<file path="src/rtl/dm_ctrl_pkg.sv">
// dm_ctrl_pkg: shared definitions for the data-memory controller.
//   - state_t   : controller FSM encoding (also exported on the debug port)
//   - BE_WORD / BE_NONE : byte-enable patterns that skip read-modify-write
//   - merge_lanes : per-byte select between new store data and the old word
package dm_ctrl_pkg;

  localparam logic [3:0] BE_WORD = 4'b1111;
  localparam logic [3:0] BE_NONE = 4'b0000;

  typedef enum logic [2:0] {
    S_IDLE  = 3'd0,
    S_ISSUE = 3'd1,
    S_WAIT  = 3'd2,
    S_WBACK = 3'd3,
    S_RESP  = 3'd4
  } state_t;

  // Lane i of the result comes from new_w when be[i] is set, else from old_w.
  function automatic logic [31:0] merge_lanes(input logic [3:0]  be,
                                              input logic [31:0] new_w,
                                              input logic [31:0] old_w);
    logic [31:0] res;
    res = old_w;
    for (int i = 0; i < 4; i++) begin
      if (be[i]) res[8*i +: 8] = new_w[8*i +: 8];
    end
    return res;
  endfunction

endpackage

</file>
<file path="src/rtl/dm_ctrl_if.sv">
// dm_ctrl_if: bundles the two requester ports and the data-memory port.
//   Requester side : req/we/be/addr/wdata (x2) in, ready0/ready1/rdata/busy out
//   Memory side    : mem_addr/mem_we/mem_wdata out, mem_rdata in
//   Debug          : dbg_state exposes the controller FSM state
//
// Handshake: a requester raises reqN with we/be/addr/wdata stable and keeps
// them so until it sees readyN=1 for one cycle; it lowers reqN on that clock
// edge. reqN still high in the following idle cycle is a new request. rdata is
// meaningful while the matching ready is high and holds until the next load
// completes. mem_rdata answers the mem_addr of the previous cycle.
interface dm_ctrl_if #(parameter int MEM_AW = 10);
  logic                 req0, req1;
  logic                 we0, we1;
  logic [3:0]           be0, be1;
  logic [31:0]          addr0, addr1;
  logic [31:0]          wdata0, wdata1;
  logic                 ready0, ready1;
  logic [31:0]          rdata;
  logic                 busy;
  logic [MEM_AW-1:0]    mem_addr;
  logic                 mem_we;
  logic [31:0]          mem_wdata;
  logic [31:0]          mem_rdata;
  dm_ctrl_pkg::state_t  dbg_state;

  modport slave (
    input  req0, req1, we0, we1, be0, be1, addr0, addr1, wdata0, wdata1,
    input  mem_rdata,
    output ready0, ready1, rdata, busy, mem_addr, mem_we, mem_wdata, dbg_state
  );

  modport master (
    output req0, req1, we0, we1, be0, be1, addr0, addr1, wdata0, wdata1,
    output mem_rdata,
    input  ready0, ready1, rdata, busy, mem_addr, mem_we, mem_wdata, dbg_state
  );
endinterface

</file>
<file path="src/rtl/dm_ctrl_rr_arb2.sv">
// rr_arb2: two-input round-robin arbiter.
//   clk, rst_n : clock, asynchronous active-low reset
//   req[1:0]   : requests
//   advance    : pulse after a grant has been served; next tie goes to the
//                other port
//   grant[1:0] : one-hot grant (combinational from req and the pointer)
module rr_arb2 (
  input  logic       clk,
  input  logic       rst_n,
  input  logic [1:0] req,
  input  logic       advance,
  output logic [1:0] grant
);

  // ptr = index of the port preferred on a tie; reset prefers port 0.
  logic ptr_q, ptr_d;

  always_comb begin
    grant = 2'b00;
    unique case (req)
      2'b01:   grant = 2'b01;
      2'b10:   grant = 2'b10;
      2'b11:   grant = ptr_q ? 2'b10 : 2'b01;
      default: grant = 2'b00;
    endcase
  end

  always_comb begin
    ptr_d = ptr_q;
    if (advance && (grant != 2'b00)) ptr_d = grant[0];
  end

  always_ff @(posedge clk or negedge rst_n) begin
    if (!rst_n) ptr_q <= 1'b0;
    else        ptr_q <= ptr_d;
  end

endmodule

</file>
<file path="src/rtl/dm_ctrl.sv">
// dm_ctrl: sequences a single-port word memory shared by two requesters
// (port 0 = CPU MEM stage, port 1 = debug/DMA loader).
//   clk   : clock, rising edge
//   reset : asynchronous active-low reset
//   bus   : dm_ctrl_if.slave -- requester handshakes, memory port, debug state
// Loads and partial stores read the word first (memory read data arrives one
// cycle after the address); partial stores then write back the merged word.
module dm_ctrl
  import dm_ctrl_pkg::*;
#(
  parameter int MEM_AW = 10,
  parameter int DW     = 32
) (
  input  logic        clk,
  input  logic        reset,
  dm_ctrl_if.slave    bus
);

  state_t            state_q, state_d;
  logic              port_q, port_d;
  logic              we_q, we_d;
  logic [3:0]        be_q, be_d;
  logic [MEM_AW-1:0] waddr_q, waddr_d;
  logic [DW-1:0]     wdata_q, wdata_d;
  logic [DW-1:0]     merged_q, merged_d;
  logic [DW-1:0]     rdata_q, rdata_d;
  logic [MEM_AW-1:0] mem_addr_q, mem_addr_d;

  logic [1:0]        arb_req, grant;
  logic              advance;
  logic              mem_we_c, ready0_c, ready1_c;
  logic [DW-1:0]     mem_wdata_c;
  logic [MEM_AW-1:0] mem_addr_c;

  // Outside IDLE the arbiter only sees the port being served, so the grant
  // it reports during RESP is that port and the pointer moves past it.
  assign arb_req = (state_q == S_IDLE) ? {bus.req1, bus.req0}
                                       : (port_q ? 2'b10 : 2'b01);

  rr_arb2 u_arb (
    .clk     (clk),
    .rst_n   (reset),
    .req     (arb_req),
    .advance (advance),
    .grant   (grant)
  );

  always_comb begin
    state_d     = state_q;
    port_d      = port_q;
    we_d        = we_q;
    be_d        = be_q;
    waddr_d     = waddr_q;
    wdata_d     = wdata_q;
    merged_d    = merged_q;
    rdata_d     = rdata_q;
    mem_addr_d  = mem_addr_q;
    mem_we_c    = 1'b0;
    mem_wdata_c = '0;
    mem_addr_c  = mem_addr_q;
    ready0_c    = 1'b0;
    ready1_c    = 1'b0;
    advance     = 1'b0;

    unique case (state_q)
      S_IDLE: begin
        if (grant != 2'b00) begin
          port_d  = grant[1];
          we_d    = grant[1] ? bus.we1    : bus.we0;
          be_d    = grant[1] ? bus.be1    : bus.be0;
          waddr_d = grant[1] ? bus.addr1[MEM_AW+1:2] : bus.addr0[MEM_AW+1:2];
          wdata_d = grant[1] ? bus.wdata1 : bus.wdata0;
          state_d = S_ISSUE;
        end
      end
      S_ISSUE: begin
        mem_addr_c = waddr_q;
        mem_addr_d = waddr_q;
        if (we_q && (be_q == BE_WORD)) begin
          mem_we_c    = 1'b1;
          mem_wdata_c = wdata_q;
          state_d     = S_RESP;
        end else if (we_q && (be_q == BE_NONE)) begin
          state_d = S_RESP;
        end else begin
          state_d = S_WAIT;
        end
      end
      S_WAIT: begin
        if (we_q) begin
          merged_d = merge_lanes(be_q, wdata_q, bus.mem_rdata);
          state_d  = S_WBACK;
        end else begin
          rdata_d = bus.mem_rdata;
          state_d = S_RESP;
        end
      end
      S_WBACK: begin
        mem_we_c    = 1'b1;
        mem_wdata_c = merged_q;
        state_d     = S_RESP;
      end
      S_RESP: begin
        ready0_c = ~port_q;
        ready1_c = port_q;
        advance  = 1'b1;
        state_d  = S_IDLE;
      end
      default: state_d = S_IDLE;
    endcase
  end

  always_ff @(posedge clk or negedge reset) begin
    if (!reset) begin
      state_q    <= S_IDLE;
      port_q     <= 1'b0;
      we_q       <= 1'b0;
      be_q       <= '0;
      waddr_q    <= '0;
      wdata_q    <= '0;
      merged_q   <= '0;
      rdata_q    <= '0;
      mem_addr_q <= '0;
    end else begin
      state_q    <= state_d;
      port_q     <= port_d;
      we_q       <= we_d;
      be_q       <= be_d;
      waddr_q    <= waddr_d;
      wdata_q    <= wdata_d;
      merged_q   <= merged_d;
      rdata_q    <= rdata_d;
      mem_addr_q <= mem_addr_d;
    end
  end

  assign bus.ready0    = ready0_c;
  assign bus.ready1    = ready1_c;
  assign bus.rdata     = rdata_q;
  assign bus.busy      = (state_q != S_IDLE);
  assign bus.mem_addr  = mem_addr_c;
  assign bus.mem_we    = mem_we_c;
  assign bus.mem_wdata = mem_wdata_c;
  assign bus.dbg_state = state_q;

  // Address bits outside the word index are don't-care by design.
  logic unused_addr_bits;
  assign unused_addr_bits = ^{bus.addr0[31:MEM_AW+2], bus.addr0[1:0],
                              bus.addr1[31:MEM_AW+2], bus.addr1[1:0]};

endmodule

</file>
<file path="src/flat_wrapper.sv">
// flat-port wrapper written by rule: the top's interface ports become plain ports
module dm_ctrl_flat import dm_ctrl_pkg::*;
#(
  parameter int MEM_AW = 10,
  parameter int DW     = 32
)
  (clk, reset, bus_req0, bus_req1, bus_we0, bus_we1, bus_be0, bus_be1, bus_addr0, bus_addr1, bus_wdata0, bus_wdata1, bus_mem_rdata, bus_ready0, bus_ready1, bus_rdata, bus_busy, bus_mem_addr, bus_mem_we, bus_mem_wdata, bus_dbg_state);
  dm_ctrl_if #(.MEM_AW(MEM_AW)) bus_i ();
  input  logic clk;
  input  logic reset;
  input wire logic [$bits(bus_i.req0)-1:0] bus_req0;
  input wire logic [$bits(bus_i.req1)-1:0] bus_req1;
  input wire logic [$bits(bus_i.we0)-1:0] bus_we0;
  input wire logic [$bits(bus_i.we1)-1:0] bus_we1;
  input wire logic [$bits(bus_i.be0)-1:0] bus_be0;
  input wire logic [$bits(bus_i.be1)-1:0] bus_be1;
  input wire logic [$bits(bus_i.addr0)-1:0] bus_addr0;
  input wire logic [$bits(bus_i.addr1)-1:0] bus_addr1;
  input wire logic [$bits(bus_i.wdata0)-1:0] bus_wdata0;
  input wire logic [$bits(bus_i.wdata1)-1:0] bus_wdata1;
  input wire logic [$bits(bus_i.mem_rdata)-1:0] bus_mem_rdata;
  output wire logic [$bits(bus_i.ready0)-1:0] bus_ready0;
  output wire logic [$bits(bus_i.ready1)-1:0] bus_ready1;
  output wire logic [$bits(bus_i.rdata)-1:0] bus_rdata;
  output wire logic [$bits(bus_i.busy)-1:0] bus_busy;
  output wire logic [$bits(bus_i.mem_addr)-1:0] bus_mem_addr;
  output wire logic [$bits(bus_i.mem_we)-1:0] bus_mem_we;
  output wire logic [$bits(bus_i.mem_wdata)-1:0] bus_mem_wdata;
  output wire logic [$bits(bus_i.dbg_state)-1:0] bus_dbg_state;
  assign bus_i.req0 = bus_req0;
  assign bus_i.req1 = bus_req1;
  assign bus_i.we0 = bus_we0;
  assign bus_i.we1 = bus_we1;
  assign bus_i.be0 = bus_be0;
  assign bus_i.be1 = bus_be1;
  assign bus_i.addr0 = bus_addr0;
  assign bus_i.addr1 = bus_addr1;
  assign bus_i.wdata0 = bus_wdata0;
  assign bus_i.wdata1 = bus_wdata1;
  assign bus_i.mem_rdata = bus_mem_rdata;
  assign bus_ready0 = bus_i.ready0;
  assign bus_ready1 = bus_i.ready1;
  assign bus_rdata = bus_i.rdata;
  assign bus_busy = bus_i.busy;
  assign bus_mem_addr = bus_i.mem_addr;
  assign bus_mem_we = bus_i.mem_we;
  assign bus_mem_wdata = bus_i.mem_wdata;
  assign bus_dbg_state = bus_i.dbg_state;
  dm_ctrl #(.MEM_AW(MEM_AW), .DW(DW)) u_core (.clk(clk), .reset(reset), .bus(bus_i));
endmodule
</file>
<file path="config.mk">
export PLATFORM = sky130hd
export DESIGN_NAME = dm_ctrl_flat
export DESIGN_NICKNAME = d
export VERILOG_FILES = /design/src/rtl/dm_ctrl_pkg.sv /design/src/rtl/dm_ctrl_if.sv /design/src/rtl/dm_ctrl_rr_arb2.sv /design/src/rtl/dm_ctrl.sv /design/src/flat_wrapper.sv
export SDC_FILE = /design/constraint.sdc
export NUM_CORES = 1
export LEC_CHECK = 0
export CAP_MARGIN = 20
export CORE_MARGIN = 2
export CORE_UTILIZATION = 39
export DETAILED_ROUTE_END_ITERATION = 16
export GPL_ROUTABILITY_DRIVEN = 0
export HOLD_SLACK_MARGIN = 0.05
export PLACE_DENSITY = 0.88
export SKIP_LAST_GASP = 1
export SLEW_MARGIN = 15
export SYNTH_ARGS = -nofsm -noshare
export SYNTH_HDL_FRONTEND = slang
export SYNTH_SLANG_ARGS = --single-unit
</file>
<file path="constraint.sdc">
create_clock -name clk -period 2 [get_ports clk]
set_clock_uncertainty 0.15 [all_clocks]
set_input_delay 0.6 -clock clk [delete_from_list [all_inputs] [get_ports clk]]
set_output_delay 0.6 -clock clk [all_outputs]
set_load 0.01 [all_outputs]
</file>
## Word-level counts from Yosys, hierarchy flattened

Index checks and enable logic that the tools add are counted.

| cells by class | value |
|---|---|
| bitwise operators | 2 |
| muxes and demuxes | 25 |
| equality and inequality tests | 9 |
| reductions and logical operators | 10 |

Operators by type and width:

| kind | count |
|---|---|
| $mux W32 | 2 |
| $pmux W32 S2 | 1 |
| $mux W8 | 4 |
| $mux W10 | 2 |
| $mux W3 | 4 |
| $pmux W3 S4 | 1 |
| $eq A3 B2 Y1 const B | 2 |
| $mux W2 | 3 |
| $pmux W2 S3 | 1 |
| $reduce_and A2 Y1 | 3 |
| $mux W1 | 5 |
| $eq A2 B2 Y1 const B | 2 |
| $eq A4 B4 Y1 const B | 1 |
| $logic_not A4 Y1 | 1 |
| $mux W4 | 1 |
| $eq A3 B1 Y1 const B | 1 |
| $eq A3 B3 Y1 const B | 1 |
| $logic_and A1 B1 Y1 | 3 |
| $logic_not A3 Y1 | 1 |
| $reduce_bool A3 Y1 | 1 |
| $eq A2 B1 Y1 const B | 1 |
| $ne A2 B2 Y1 const B | 1 |
| $not A1 Y1 | 2 |
| $pmux W1 S2 | 1 |
| $reduce_bool A2 Y1 | 1 |

| word-level totals | value |
|---|---|
| bits of input ports | 174 |
| word-level logic and storage cells | 56 |
| output and inout bits | 81 |
| bits in registers | 126 |

## Logic depth before layout (Yosys ltp)

Gate-level depths: netlist of run 1.

| logic depth | value |
|---|---|
| depth after elaboration | 7 |
| gate-level depth with buffers | 7 |
| depth with buffers taken out | 4 |

## Cells and area by module

A second synthesis of run 1 with hierarchy kept.

| second synthesis, totals | value |
|---|---|
| cells, all modules | 457 |
| area, all modules | 5995.8 um^2 |

By module, submodules not included:

| module | cells each | seq. area each (um^2) | instances | area each (um^2) |
|---|---|---|---|---|
| dm_ctrl | 451 | 3128.0 | 1 | 5940.7 |
| rr_arb2 | 6 | 25.0 | 1 | 55.1 |

## Worst setup path after synthesis of run 1

OpenSTA, ideal clock, no wires.

| timing path | value |
|---|---|
| path type | reg2out |
| start | reg u_core.state_q[0], in the netlist u_core.bus.dbg_state[0] |
| end | out bus_mem_addr[0] |
| stages on the path, launching flop included | 5 |
| slack | -221 ps |
| buffers on the path | 2 |
| arrival | 1471 ps |
| cell sequence | dfrtp_1 > buf_2 > nor3b_1 > buf_2 > mux2_2 |

| between the ends | value |
|---|---|
| longest elaborated chain between the ends | 2 |

Ends and longest elaborated chain:

| what | line | RTL |
|---|---|---|
| from (decl) | dm_ctrl.sv:19 | `state_t state_q, state_d;` |
| from (signal assigned) | dm_ctrl.sv:125 | `state_q <= state_d;` |
| $eq A3 B1 Y1 | dm_ctrl.sv:65 | `unique case (state_q)` |
| $mux W10 | dm_ctrl.sv:65 |  |
| to (decl) | flat_wrapper.sv:26 | `output wire logic [$bits(bus_i.mem_addr)-1:0] bus_mem_addr;` |

Every way passes these cells.

## Final worst setup path of run 1

| timing path | value |
|---|---|
| start | reg u_core.state_q[1], in the netlist u_core.bus.dbg_state[1] |
| end | out bus_mem_addr[0] |

The elaborated chain is that of the path after synthesis.

==> results of run 1 <==
[synthesized netlist by cell type (all sizes together)]
cell / instances / area [sq um]
nand2: 4 / 15.0
nor4bb: 1 / 10.0
clkbuf: 8 / 30.0
dfrtp: 126 / 3150
nand4: 1 / 6.26
or2: 1 / 6.26
nor3b: 2 / 20.0
mux2: 42 / 473
mux2i: 32 / 320
o21bai: 48 / 360
or4: 1 / 7.51
nor3: 2 / 21.3
nor2: 35 / 131
a31oi: 1 / 6.26
o21a: 2 / 15.0
a21oi: 34 / 170
nor4: 1 / 12.5
nand3: 2 / 10.0
a21boi: 1 / 7.51
nor4b: 1 / 23.8
o21ai: 1 / 5.00
inv: 3 / 11.3
o221a: 47 / 529
nand2b: 2 / 12.5
and4bb: 1 / 12.5
buf: 36 / 239
a22o: 32 / 280
[area by class of cell]
type | count | share of cell area, %
inverter | 3 | 0.119
clock buffer | 17 | 4.50
clock inverter | 15 | 1.97
multi-input combinational | 294 | 27.6
timing repair buffer | 284 | 30.0
sequential | 126 | 33.4
tap | 184 | 2.43
[flip-flops by register name, indices dropped and copies added, names as in the netlist]
| name | cells |
|---|---|
| u_core.wdata_q | 32 |
| u_core.waddr_q | 10 |
| u_core.bus.rdata | 32 |
| u_core.bus.dbg_state | 3 |
| u_core.port_q | 1 |
| u_core.u_arb.ptr_q | 1 |
| u_core.merged_q | 32 |
| u_core.mem_addr_q | 10 |
| u_core.we_q | 1 |
| u_core.be_q | 4 |
[cells by family (layout without fill, tap and decap cells)]
| logic type | count (synthesis) | in the layout | share of synthesized area, % |
|---|---|---|---|
| AO/OA/AOI/OAI | 166 | 166 | 23.3 |
| flip-flops | 126 | 126 | 53.5 |
| buffers and inverters | 47 | 319 | 4.76 |
| multiplexers | 74 | 74 | 13.5 |
| AND/OR/NAND/NOR | 54 | 54 | 4.91 |
[metrics by stage]
stage / worst slack [ps] / utilization (%)
4_1_cts: -717 / 63.3
3_3_place_gp: -621 / 57.8
5_1_grt: -765 / 64.6
3_5_place_dp: -646 / 57.8
2_1_floorplan: -85.6 / -
6_report: -662 / 64.6
[power breakdown]
| group | internal, mW | total (mW) | switching, mW |
|---|---|---|---|
| combinational | 3.93 | 7.05 | 3.12 |
| clock | 1.98 | 3.18 | 1.21 |
| sequential | 3.76 | 4.52 | 0.760 |
| total | 9.66 | 14.7 | 5.09 |
[worst paths after layout]
| check | to | slack [ps] | depth (start not counted) |
|---|---|---|---|
| worst max-delay path | bus_mem_addr[0] | -660 | 6 |
| worst max register to register | u_core.bus.rdata[9]$_DFFE_PN0P_ | -180 | 8 |
| worst min-delay path | u_core.bus.rdata[6]$_DFFE_PN0P_ | 330 | 1 |
| max in group asynchronous | u_core.bus.dbg_state[0]$_DFFE_PN0P_ | 590 | 3 |
| worst min register to register | u_core.bus.rdata[6]$_DFFE_PN0P_ | 330 | 1 |
| min in group asynchronous | u_core.bus.rdata[7]$_DFFE_PN0P_ | 470 | 2 |
[what timing repair did]
action,4_1_cts,5_1_grt
gates resized for setup,269,48
endpoints found under the setup margin,130,128
pin swaps,10,8
hold buffers,1,0
gates cloned,4,3
setup buffers,24,14
endpoints found under the hold margin,19,0
[worst max-delay path, delay by kind of cell, from the launching register on]
family	cells	cell delay, ps
buffers and inverters	4	510
flip-flops	1	420
multiplexers	1	300
AND/OR/NAND/NOR	1	260
[per-layer routing]
metal  vias up  wire [um]
li1       2298          -
met1      2500       8270
met2       230       9420
met3        24       1460
met4         0        266
met5         -          0
==> flow_summary.yaml, run 1 <==
global_routing:
  grtUsageMet1_pct: 30.4
  grt_usage_pct: 23.9
  grt-ovfl-total: 0
  grt_pass1_vias: 5567
  grtUsageMet3_pct: 6.45
  grt_pass1_wl_mm: 29.9
  grt_max_degree: 61
  grt_busiest_layer: "met2"
  use_met2_pct: 40.2
  antenna_found_initial: 0
placement:
  placed_area_sq_um: 8460
  dp_hpwl_mm: 12.5
  numPortBuffers: 210
  placedCellCount: 854
worst_setup_path:
  startpoint: "u_core.bus.dbg_state[1]$_DFFE_PN0P_"
  crit_fanout: 4
  cp-start-kind: "flip-flop"
  regToRegStartpoint: "u_core.bus.dbg_state[2]$_DFFE_PN0P_"
  required_ps: 1250
  path_common_cell: "buf_6"
  crit_path_max_incr_delay_ps: 420
  crit_slowest_cell: "dfrtp_2"
  cp-end-kind: "output pin"
  crit_path_cell_trace: "buf_6 > nor3b_4 > buf_6 > buf_6 > mux2_4 > buf_6"
  critPathKind: "reg -> out"
  cp.arrival_ps: 1910
detailed_routing:
  first_pass_iters: 4
  post-route-drc-count: 0
  vias_per_cell: 5.47
  wirelength_mm: 19.4
  ant_nets: 0
  drtIter0Drc: 290
  dr_total_vias: 5052
  wl_per_cell_um: 21.0
clocking:
  clock_sinks: 126
  cts_root_buf: "clkbuf_16"
  insertion_delay_ps: 410
  clockBufferDepth: 2
  cts_made_buffers: 17
  clkTransAtPathRegs_ps: 60
  cts_tree: "yes"
  h-tree-depth: 4
status:
  violations: "setup timing"
  status: "finished, violations left"
final_layout:
  final_nets: 900
  final_common_cell: "clkdlybuf4s50_1"
  stdcell_count: 923
  stdcell_area_sq_um: 9460
  drive_gt1_share_pct: 31.3
  regArea_sq_um: 3160
  multiInputGateArea_sq_um: 2610
  diodes: 0
  area_delta_synth_final_pct: 60.6
  nFillCells: 1126
  final_cell_mix: "128 x clkdlybuf4s50_1, 123 x dfrtp_1, 48 x o21bai_1, 42 x buf_6, 34 x a21oi_1"
logic_synthesis:
  ys_types: 35
  synth-seq-cells: 126
  synth_area_sq_um: 5890
  syn_nets: 641
  ys_seq_area_share_pct: 53.5
  synthCells: 467
  avgSynthCellArea_sq_um: 12.6
  synth_warnings: 0
timing:
  rsz0062_at_grt: "yes"
  setup_violations: 107
  period_share_pct: 133
  drv_slew: 0
  holdWs_ps: 329
  worst_slack_ps: -662
  tns_ps: -31270
  slew_headroom_pct: 73.3
  fmax_mhz: 376
  period_minus_slack_ps: 2660
  hold_viol_final: 0
  tightest_slew_ps: 401
pwr:
  total_power_mw: 14.7
  p_leak_nw: 4.18
  ir_drop_v: 0.000713
  p_per_area_nw_per_um2: 1560
min_path:
  hold_path.startpoint: "u_core.bus.rdata[6]$_DFFE_PN0P_"
  hp-class: "reg -> reg"
flow_run:
  maxCapViolations: 0
floorplan:
  start_util_pct: 40.2
  die_area_sq_um: 16100
  die_y_um: 127
  die_width_um: 127
  rows: 44
  num_io_pins: 255
  fp.coreArea_sq_um: 14600
(Power assumes the default switching activity.)
==> inputs of run 2 (changes only) <==
- CORE_UTILIZATION: 39 -> 40
- CTS_BUF_LIST: default -> sky130_fd_sc_hd__clkbuf_4
- HOLD_SLACK_MARGIN: 0.05 -> default
- PLACE_DENSITY: 0.88 -> 0.9
==> flow_summary.yaml, run 2 (synthesized netlist as in run 1, its figures left out) <==
pwr:
  clockPowerShare_pct: 11.5
  share_comb_of_total_power_pct: 55.0
  power.switching_mw: 4.88
  netSwitchingFraction_pct: 36.4
  p_per_area_nw_per_um2: 1450
  ir_drop_v: 0.000723
  total_power_mw: 13.4
  p_seq_share_pct: 33.5
  power.internal_mw: 8.52
  p_leak_nw: 4.00
worst_setup_path:
  crit_fanout: 4
  cp.arrival_ps: 2100
  critPathKind: "reg -> out"
  path_common_cell: "buf_6"
  required_ps: 1250
  r2r_end: "u_core.waddr_q[5]$_DFFE_PN0P_"
  crit_slowest_cell: "dfrtp_2"
  path_buf_inv: 5
  crit_path_max_incr_delay_ps: 420
  crit_path_cell_trace: "buf_4 > nor3b_4 > buf_6 > buf_12 > buf_6 > mux2_4 > buf_6"
  cp-start-kind: "flip-flop"
  regToRegStartpoint: "u_core.bus.dbg_state[2]$_DFFE_PN0P_"
  cp-end-kind: "output pin"
  path_delay_family: "buffers and inverters"
  reg2regPathDepth: 7
  worst-r2r-setup-slack_ps: -70
final_layout:
  nFillCells: 1072
  stdcell_area_sq_um: 9230
  diodes: 0
  area_delta_synth_final_pct: 56.7
  multiInputGateArea_sq_um: 2590
  regArea_sq_um: 3160
  final_nets: 903
  final_common_cell: "clkdlybuf4s50_1"
  drive_gt1_share_pct: 31.4
  final_util_pct: 63.7
  final_cell_mix: "128 x clkdlybuf4s50_1, 123 x dfrtp_1, 48 x o21bai_1, 39 x buf_4, 38 x buf_6"
global_routing:
  grt_usage_pct: 24.6
  antenna_found_initial: 0
  grt_max_degree: 48
  grt_pass1_vias: 5663
  grt_pass1_wl_mm: 30.0
  grt-ovfl-total: 0
floorplan:
  start_util_pct: 40.7
  rows: 44
  die_width_um: 125
  die_area_sq_um: 15700
  die_y_um: 125
  fp.coreArea_sq_um: 14500
  num_io_pins: 255
placement:
  numPortBuffers: 210
  pre_cts_ws_ps: -601
  placed_area_sq_um: 8420
  dp_hpwl_mm: 12.7
clocking:
  clockBufferDepth: 2
  clkTransAtPathRegs_ps: 110
  h-tree-depth: 4
  clock_sinks: 126
  insertion_delay_ps: 530
  cts_tree: "yes"
  cts_made_buffers: 17
  cts_root_buf: "clkbuf_4"
timing:
  setup_violations: 90
  hold_viol_final: 0
  worst_slack_ps: -853
  fmax_mhz: 351
  slew_headroom_pct: 70.7
  drv_slew: 0
  period_minus_slack_ps: 2850
  rsz0062_at_grt: "yes"
  period_share_pct: 143
  tightest_slew_ps: 439
min_path:
  min_to: "u_core.bus.rdata[6]$_DFFE_PN0P_"
  whs_path_depth: 1
  hp-class: "reg -> reg"
  hold_path.startpoint: "u_core.bus.rdata[6]$_DFFE_PN0P_"
detailed_routing:
  ant_nets: 0
  drtIter0Drc: 209
  first_pass_iters: 5
  vias_per_cell: 5.66
  wl_per_cell_um: 21.2
  dr_total_vias: 5233
  post-route-drc-count: 0
  wirelength_mm: 19.6
flow_run:
  maxCapViolations: 0
status:
  violations: "setup timing"
  status: "finished, violations left"
## run 2: changes by cell type in the layout (fill, tap and decap cells not counted), sizes merged, moves of 4 or more
cell,previous run,this run
clkinvlp,4,0
clkbuf,20,35
dlygate4sd2,32,1
buf,120,110
clkinv,5,9
clkdlybuf4s15,0,33
## run 2: what timing repair did
item,4_1_cts,5_1_grt
buffers inserted,27,10
endpoints found under the setup margin,81,145
hold buffers,1,0
hold endpoints to repair,24,0
resized for setup,270,56
pin swaps,7,10
cloned,6,5
## run 2: worst register-to-register path: cells and delay by family (launching register included)
family | cells | cell delay (ps)
buffers and inverters | 4 | 700
AND/OR/NAND/NOR | 2 | 400
flip-flops | 1 | 430
AO/OA/AOI/OAI | 1 | 270
## run 2: cell type report
class,instances,share of cell area (%)
Clock inverter,10,0.800
Timing Repair Buffer,287,32.6
Multi-Input combinational cell,294,28.0
Tap cell,184,2.50
Sequential cell,126,34.2
Inverter,3,0.122
Clock buffer,21,1.71
## run 2: worst max path at each step
stage	from	to	slack, ps	cells past startpoint
3_5_place_dp	u_core.be_q[2]$_DFFE_PN0P_	bus_mem_wdata[28]	-600	5
2_1_floorplan	u_core.bus.dbg_state[0]$_DFFE_PN0P_	bus_mem_wdata[0]	-90	5
5_1_grt	u_core.bus.dbg_state[2]$_DFFE_PN0P_	bus_mem_wdata[1]	-980	6
3_3_place_gp	u_core.be_q[2]$_DFFE_PN0P_	bus_mem_wdata[28]	-570	5
6_report	u_core.bus.dbg_state[1]$_DFFE_PN0P_	bus_mem_addr[3]	-850	7
4_1_cts	u_core.be_q[0]$_DFFE_PN0P_	bus_mem_wdata[28]	-950	7
## run 2: per-stage QoR
step / hold slack [ps] / cells / setup TNS (ps)
final: 357 / 925 / -37160
after global routing: 383 / 925 / -45930
after CTS: 358 / 917 / -46280
after detailed placement: 329 / 852 / -30270
after global placement: 320 / 852 / -27550
after floorplan: 154 / 467 / -2880
## run 2: per-layer routing
layer	track usage (%)	routed length, um	part of all wire [%]
met1	28.8	7550	38
met2	42.2	10100	52
met3	6.63	1380	7.0
met4	11.4	572	2.9
met5	0	0	0
## run 2: power groups by stage
| stage | combinational [mW] | sequential (mW) | clock (mW) |
|---|---|---|---|
| floorplan | 3.70 | 4.48 | 0 |
| detailed placement | 6.55 | 4.52 | 0 |
| finish | 7.38 | 4.49 | 1.54 |
| CTS | 7.01 | 4.47 | 1.59 |
| global placement | 6.32 | 4.42 | 0 |
| global route | 7.88 | 4.62 | 1.70 |
==> inputs of run 3 (changes only) <==
- PLACE_DENSITY: 0.9 -> 0.84
- clock period: 2 -> 2.57 ns (I/O delays scaled with it)
==> flow_summary.yaml, run 3 (synthesized netlist as in run 1, its figures left out) <==
timing:
  period_minus_slack_ps: 3000
  rsz0062_at_grt: "yes"
  worst_slack_ps: -428
  drv_slew: 0
  hold_viol_final: 0
  fmax_mhz: 334
  holdWs_ps: 354
  tns_ps: -16090
  slew_headroom_pct: 62.7
  period_share_pct: 117
  setup_violations: 46
  tightest_slew_ps: 560
clocking:
  clock_sinks: 126
  clkTransAtPathRegs_ps: 100
  cts_tree: "yes"
  clockBufferDepth: 2
  cts_root_buf: "clkbuf_4"
  insertion_delay_ps: 530
  cts_made_buffers: 17
  h-tree-depth: 4
min_path:
  hp-class: "reg -> reg"
  hold_path.startpoint: "u_core.bus.rdata[6]$_DFFE_PN0P_"
floorplan:
  die_width_um: 125
  rows: 44
  num_io_pins: 255
  fp.coreArea_sq_um: 14500
  die_y_um: 125
  start_util_pct: 40.7
  die_area_sq_um: 15700
detailed_routing:
  post-route-drc-count: 0
  dr_total_vias: 4942
  first_pass_iters: 4
  drtIter0Drc: 210
  vias_per_cell: 5.49
  wl_per_cell_um: 19.7
  ant_nets: 0
  wirelength_mm: 17.8
global_routing:
  grt_usage_pct: 23.2
  grt_pass1_vias: 5404
  grt_max_degree: 48
  grt-ovfl-total: 0
  grt_pass1_wl_mm: 28.6
  antenna_found_initial: 0
flow_run:
  maxCapViolations: 0
final_layout:
  final_nets: 879
  area_delta_synth_final_pct: 48.4
  stdcell_area_sq_um: 8740
  drive_gt1_share_pct: 28.2
  final_cell_mix: "160 x clkdlybuf4s50_1, 123 x dfrtp_1, 48 x o21bai_1, 34 x a21oi_1, 33 x nor2_1"
  final_util_pct: 60.4
  stdcell_count: 901
  diodes: 0
  final_common_cell: "clkdlybuf4s50_1"
  nFillCells: 1131
placement:
  numPortBuffers: 210
  placedCellCount: 847
  pre_cts_ws_ps: -227
  dp_hpwl_mm: 11.7
  placed_area_sq_um: 8290
worst_setup_path:
  required_ps: 1650
  regToRegStartpoint: "u_core.bus.dbg_state[0]$_DFFE_PN0P_"
  cp.arrival_ps: 2080
  crit_fanout: 10
  critPathKind: "reg -> out"
  cp-end-kind: "output pin"
  cp-start-kind: "flip-flop"
  startpoint: "u_core.be_q[0]$_DFFE_PN0P_"
pwr:
  ir_drop_v: 0.000669
  total_power_mw: 9.85
  p_leak_nw: 3.78
  p_per_area_nw_per_um2: 1130
status:
  violations: "setup timing"
  status: "finished, violations left"
-- run 3: worst max-delay path, cell delays in order (launching register included) --
cell             delay, ps
dfrtp_1                400
nand4_1                200
nor4_4                 250
buf_4                  170
buf_8                  150
a22o_1                 160
clkdlybuf4s15_2        220
-- run 3: path summary, 6_finish.rpt --
check / endpoint / cells after the start / slack (ps)
setup / recovery: bus_mem_wdata[1] / 6 / -430
hold / removal: u_core.bus.rdata[6]$_DFFE_PN0P_ / 1 / 350
setup reg to reg: u_core.wdata_q[16]$_DFFE_PN0P_ / 9 / 360
hold reg to reg: u_core.bus.rdata[6]$_DFFE_PN0P_ / 1 / 350
max in group asynchronous: u_core.bus.dbg_state[1]$_DFFE_PN0P_ / 3 / 1060
min in group asynchronous: u_core.wdata_q[19]$_DFFE_PN0P_ / 2 / 590
-- run 3: area by class of cell --
| type | count | area, sq um | area share (%) |
|---|---|---|---|
| Clock buffer | 21 | 158 | 1.80 |
| Inverter | 3 | 11.3 | 0.129 |
| Multi-Input combinational cell | 294 | 2560 | 29.3 |
| Tap cell | 184 | 230 | 2.63 |
| Clock inverter | 10 | 50.0 | 0.573 |
| Sequential cell | 126 | 3160 | 36.1 |
| Timing Repair Buffer | 263 | 2570 | 29.5 |
-- run 3: power by group --
part           total [mW]  internal (mW)  switching (mW)  leakage, nW
registers            3.51           2.91           0.596         1.39
logic                5.24           2.96            2.29         2.26
clock network        1.10          0.400           0.696        0.127
-- run 3: what timing repair did --
action / in CTS / in global routing
hold buffers: 1 / 0
setup endpoints to repair: 49 / 46
setup buffers: 19 / 4
gates resized for setup: 237 / 15
endpoints found under the hold margin: 4 / 0
pin swaps: 27 / 9
gates cloned: 3 / 0
-- run 3: per-layer routing --
| metal | up-vias | global-route usage, % | share of wire (%) |
|---|---|---|---|
| li1 | 2263 | - | - |
| met1 | 2478 | 27.8 | 42 |
| met2 | 174 | 40.4 | 51 |
| met3 | 27 | 6.50 | 5.7 |
| met4 | 0 | 7.84 | 1.8 |
| met5 | - | 0 | 0 |
